### config.mk
export PLATFORM = sky130hd
export DESIGN_NAME = onn_convergence_monitor
export DESIGN_NICKNAME = d
export VERILOG_FILES = /design/src/rtl/onn_convergence_monitor.sv
export SDC_FILE = /design/constraint.sdc
export NUM_CORES = 2
export LEC_CHECK = 0
export CORE_AREA = 2 2 749 751
export CTS_BUF_LIST = sky130_fd_sc_hd__clkbuf_4 sky130_fd_sc_hd__clkbuf_8
export CTS_CLUSTER_SIZE = 40
export DETAILED_ROUTE_END_ITERATION = 12
export DIE_AREA = 0 0 751 753
export GPL_ROUTABILITY_DRIVEN = 0
export GPL_TIMING_DRIVEN = 0
export PLACE_DENSITY = 0.3
export RECOVER_POWER = 100
export SLEW_MARGIN = 20
export SYNTH_ARGS = -nofsm -noshare
export SYNTH_HDL_FRONTEND = slang
export SYNTH_SLANG_ARGS = --single-unit
### constraint.sdc
create_clock -name sclk -period 38.5 [get_ports sclk]
set_clock_uncertainty 0.05 [all_clocks]
set_input_delay 11.55 -clock sclk [delete_from_list [all_inputs] [get_ports sclk]]
set_output_delay 11.55 -clock sclk [all_outputs]
set_load 0.05 [all_outputs]
### src/rtl/onn_convergence_monitor.sv
// Watches the neuron bank once per period, declares convergence or timeout, and captures the final phases.
// Registered outputs reflect a tick one edge after it is sampled. There is no backpressure: every tick in RUN is consumed.
module onn_convergence_monitor #(
    parameter int n              = 210,
    parameter int PW             = 4,
    parameter int STABLE_PERIODS = 3,
    parameter int MAX_PERIODS    = 1024
) (
    input  logic                    sclk,
    input  logic                    rst,
    input  logic                    start,
    input  logic                    period_tick,
    input  logic [0:n-1]            state_changed,
    input  logic [0:PW*n-1]         phi_out,
    output logic                    busy,
    output logic                    done,
    output logic                    converged,
    output logic                    timed_out,
    output logic                    drop,
    output logic [0:PW*n-1]         final_phase,
    output logic [15:0]             period_count,
    output logic [$clog2(n+1)-1:0]  changed_count
);
    localparam int CW = $clog2(n+1);

    typedef enum logic [1:0] {IDLE, RUN, DONE} state_t;

    state_t          state, state_nxt;
    logic [7:0]      stable_cnt, stable_nxt;
    logic [15:0]     period_nxt;
    logic [CW-1:0]   changed_nxt;
    logic            converged_nxt, timed_out_nxt;
    logic [0:PW*n-1] final_nxt;
    logic [CW-1:0]   popcnt;

    always_comb begin
        popcnt = '0;
        for (int i = 0; i < n; i++) begin
            popcnt = popcnt + CW'(state_changed[i]);
        end
    end

    always_comb begin
        state_nxt     = state;
        stable_nxt    = stable_cnt;
        period_nxt    = period_count;
        changed_nxt   = changed_count;
        converged_nxt = converged;
        timed_out_nxt = timed_out;
        final_nxt     = final_phase;
        case (state)
            IDLE, DONE: begin
                if (start) begin
                    state_nxt     = RUN;
                    stable_nxt    = '0;
                    period_nxt    = '0;
                    changed_nxt   = '0;
                    converged_nxt = 1'b0;
                    timed_out_nxt = 1'b0;
                    final_nxt     = '0;
                end
            end
            RUN: begin
                if (period_tick) begin
                    changed_nxt = popcnt;
                    period_nxt  = (period_count == 16'hFFFF) ? period_count : period_count + 16'd1;
                    if (|state_changed)
                        stable_nxt = '0;
                    else
                        stable_nxt = (stable_cnt == 8'hFF) ? stable_cnt : stable_cnt + 8'd1;
                    // Stability is tested first so it wins a same-tick tie with the budget.
                    if (stable_nxt == 8'(STABLE_PERIODS)) begin
                        converged_nxt = 1'b1;
                        final_nxt     = phi_out;
                        state_nxt     = DONE;
                    end else if (period_nxt == 16'(MAX_PERIODS)) begin
                        timed_out_nxt = 1'b1;
                        final_nxt     = phi_out;
                        state_nxt     = DONE;
                    end
                end
            end
            default: state_nxt = IDLE;
        endcase
    end

    always_ff @(posedge sclk or posedge rst) begin
        if (rst) begin
            state         <= IDLE;
            busy          <= 1'b0;
            done          <= 1'b0;
            stable_cnt    <= '0;
            period_count  <= '0;
            changed_count <= '0;
            converged     <= 1'b0;
            timed_out     <= 1'b0;
            final_phase   <= '0;
        end else begin
            state         <= state_nxt;
            busy          <= (state_nxt == RUN);
            done          <= (state_nxt == DONE);
            stable_cnt    <= stable_nxt;
            period_count  <= period_nxt;
            changed_count <= changed_nxt;
            converged     <= converged_nxt;
            timed_out     <= timed_out_nxt;
            final_phase   <= final_nxt;
        end
    end

    assign drop = done;

endmodule

# After elaboration in Yosys (flattened, before gate mapping)
# Cells that the tools add are included.
# W data, S select, Z words.
# totals
ff_bits	878
elab_cells	273
in_bits	1054
out_inout_bits	869
memories	0
romBits	0
ram_bits	0
latch_bits	0
# classes
n_eq_ne	14
mux	31
n_bitwise	0
n_addsub	211
n_mul	0
div_mod_pow	0
shifts	0
n_reduce_logical	8
order_cmp	0
# ops
op	count
$mux W840	4
$pmux W840 S2	1
$add A8 B1 Y8	202
$reduce_or A210 Y1	1
$mux W8	7
$mux W16	3
$pmux W16 S2	1
$pmux W8 S2	2
$add A16 B1 Y16 const B	1
$eq A16 B11 Y1 const B	1
$eq A16 B16 Y1 const B	1
$ne A2 B2 Y1 const B	5
$add A7 B1 Y8	1
$add A8 B1 Y8 const B	1
$eq A8 B2 Y1 const B	1
$eq A8 B8 Y1 const B	1
$mux W2	4
$reduce_and A4 Y1	2
$add A6 B1 Y7	1
$add A5 B1 Y6	1
$mux W1	6
$add A4 B1 Y5	1
$reduce_and A5 Y1	1
$add A3 B1 Y4	1
other kinds (11)	14

# Longest topological paths before layout
# depth
depth_word	211
ltp_mapped	28
depth_no_buf	28

# Worst setup path before layout
# No wires, ideal clock.
# synth_timing
path_kind	input -> register
from	input port state_changed[60] in the netlist's numbering
to	register changed_count[6]
path_buffers	0
slack_ns	19.792
stages	25
arrival_ns	18.523
path_cell_list	inv_1 -> fa_1 -> inv_1 -> fa_1 -> fa_1 -> inv_1 -> fa_1 -> inv_1 -> fa_1 -> inv_1 -> fa_1 -> fa_1 -> fa_1 -> fa_1 -> fa_1 -> fa_1 -> inv_1 -> ha_1 -> fa_1 -> a21o_1 -> a21oi_1 -> o21bai_1 -> a21oi_1 -> xor2_1 -> o21ai_0
# synth_via
elab_chain_len	152
# synth_lines
item	line_no	rtl
from (decl)	13	input logic [0:n-1] state_changed,
$add A8 B1 Y8 (150 in series)	39	popcnt = popcnt + CW'(state_changed[i]);
$mux W8	64	if (period_tick) begin
$pmux W8 S2	51	case (state)
to (signal assigned)	104	changed_count <= changed_nxt;
to (decl)	22	output logic [$clog2(n+1)-1:0] changed_count
# Every way passes these cells. The select of a mux whose other input is x is not followed.
# A chain may end at the register's enable or synchronous reset.

==> metrics <==
Core Util, Final=12.7%; Yosys cell types=52; clk root buf=clkbuf_8; Worst Setup End Kind=asynchronous set/reset pin; Syn Area/Cell=13.8 um2; worst-path maximum fanout=97; largest net degree at the start of global routing=98; Cell Area, Placed=0.0668 mm2; Worst Tran Pin Value=5.35 ns; I/O Buffers=1,922; H-tree Lvls=4; placed cell count=12,200; first-pass GRT wire length=535,000 um; r2r startpoint=period_count[4]; Design Area, Final=0.0708 mm2; Leakage=31.7 nW; Synth Net Count=4,042; Die ar.=0.566 mm2; Post-CTS Hold Buffers=0; CTS tree=built; Die Wd=751 um; post-cts sizing count=0; Post-DRT Antenna Nets=0; Final Non-Filler Cells=12,700; reg2reg setup slack=30.32 ns; # DRC=0; Max rail drop VDD=0.000875 V; vias in the first global route=38,100; RR Endpoint=final_phase[124]; Hold WC Path Type=reg2reg; Netlist Area Pre-Place=0.0381 mm2; Hold Fails Final Rpt=0; post-layout min period=25.95 ns; CTS max path bufs=4; final wirelength=445,000 um; Clock Latency Late Sink=0.99 ns; final critical-path share of the clock period=67.4%; Slew headroom=-257%; core area=0.558 mm2; Area Overhead vs Synth=86.1%; CP Launch Point=rst; row count=275; Seq/Total Area, Yosys=57.7%; r2r worst-path depth=11; # Max-Cap Violations=52; Final #Nets=6,174; most frequent cells in the layout=1,049 x clkdlybuf4s50_1, 878 x dfrtp_1, 840 x a22o_1; DR pass1 iterations=5; Main synth FF type=dfrtp_1; die height=753 um; Worst Setup EP=final_phase[170]; FILL cells=63,300; final setup TNS=0 ns; Yosys reg bits=878; crit path DAT=25.71 ns; vias per inst=2.91; EDFF count, synth=0; setup violators final=0; Post-Syn Instances=2,757; IO Pins=1,923; DR iter-0 viols=2,265; Yosys Warn Count=0; status=finished with violations; grt total ovfl=0; vias=36,900; initial core utilization=6.82%; total CTS buffers=195; RSZ-0062 raised after global routing=false; Post-CTS Setup Inserts=0; Clk pin slew, worst setup/hold paths=0.05 ns; Critical Path Start Type=primary input; GRT Total Usage=15.2%; clock sink count=878; Async SR Flop Fraction=100%; routed len/inst=35.1 um; cell area power density=117 mW/mm2; initial antenna violation count=469; Data required, critical path=38.26 ns; share of cells above drive strength 1=8.87%; failing checks=max-capacitance violations, max-slew violations; final slew viol count=879; most common cell after layout, fill and taps aside=clkdlybuf4s50_1; crit path kind=in2async; fmax=38.5 MHz; Final HPWL DP=401,000 um
==> cell usage after synthesis, types with 3 or more instances <==
cell type	number	share of area (%)
o21ai_0	28	0.37
nand2b_1	3	0.049
dfrtp_1	878	58
fa_1	196	10
xor2_1	4	0.092
and4_1	5	0.12
o31ai_1	5	0.099
buf_4	22	0.43
nand4_1	19	0.31
and4b_1	4	0.11
nor4_1	56	0.92
nor2_1	30	0.30
nand2_1	25	0.25
buf_6	70	2.1
a21o_1	4	0.079
nor2b_1	4	0.066
nor4b_1	3	0.069
nand3_1	25	0.33
a21oi_1	22	0.29
clkbuf_1	17	0.17
xnor2_1	3	0.069
a22o_1	840	19
and2_1	4	0.066
a41oi_1	3	0.069
ha_1	35	1.2
and3_1	5	0.082
inv_1	315	3.1
buf_2	91	1.2
nor3_1	8	0.11
a31oi_1	4	0.066
==> worst max-delay path, stage by stage <==
cell,delay (ns)
dlygate4sd3_1,0.54
clkinvlp_2,2.51
clkbuf_1,3.24
clkbuf_1,3.40
clkbuf_1,3.95
==> routing by layer <==
metal  track usage (%)  wire, um  up-vias  share of wire, %
met5             0.229      2100        -              0.47
met4              5.11     17700      318               4.0
met2              24.2    198000     2499                45
met1              16.0    158000    18400                35
li1                  -         -    14700                 -
met3              10.2     69600      987                16
==> report_power, final <==
part           total, mW  internal (mW)  switching [mW]  leakage (nW)
Sequential         0.964          0.958         0.00533          12.2
Clock               1.20          0.677           0.524          2.30
Combinational       6.13           2.45            3.67          17.2
Total               8.29           4.09            4.20          31.7
==> registers in the layout (all words and copies together), names as in the netlist <==
signal and count:
done 1, stable_cnt 8, converged 1, busy 1, period_count 16, final_phase 840
timed_out 1, state 2, changed_count 8
==> layout make-up <==
| cell class | count | area (um2) | share of cell area, % |
|---|---|---|---|
| Antenna cell | 155 | 388 | 0.548 |
| Buffer | 203 | 1130 | 1.60 |
| Clock buffer | 302 | 3760 | 5.30 |
| Clock inverter | 46 | 539 | 0.761 |
| Inverter | 315 | 1180 | 1.67 |
| Multi-Input combinational cell | 1361 | 13400 | 18.9 |
| Sequential cell | 878 | 22000 | 31.0 |
| Tap cell | 7479 | 9360 | 13.2 |
| Timing Repair Buffer | 1935 | 19100 | 27.0 |
==> worst min-delay path by stage <==
stage	start	endpoint	slack [ns]	cells after the start
after global routing	final_phase[507]	final_phase[507]	0.46	1
after global placement	changed_count[0]	changed_count[0]	0.42	2
final	changed_count[2]	changed_count[2]	0.45	2
after floorplan	state[1]	done	0.44	1
after CTS	final_phase[621]	final_phase[621]	0.45	1
after detailed placement	changed_count[2]	changed_count[2]	0.43	2
==> metrics by stage <==
step	power, mW	hold slack [ns]	setup slack [ns]
2_1_floorplan	5.20	0.437	2.22
5_1_grt	9.12	0.458	9.84
3_5_place_dp	7.20	0.431	17.94
4_1_cts	8.51	0.454	19.08
3_3_place_gp	7.20	0.424	-11.93
6_report	8.29	0.445	12.55
==> cell families (layout without fill, tap and decap cells) <==
group	count (synthesis)	after routing	share of synthesized area (%)
and+or+nand+nor	201	201	2.96
xor gates and xnor gates	7	7	0.161
adders and majority gates	231	231	11.5
muxes	3	3	0.0822
buffers and inverters	518	2801	7.03
AOI/OAI and AO/OA	919	919	20.6
DFF	878	878	57.7
other	0	155	0
(Power assumes the default switching activity.)
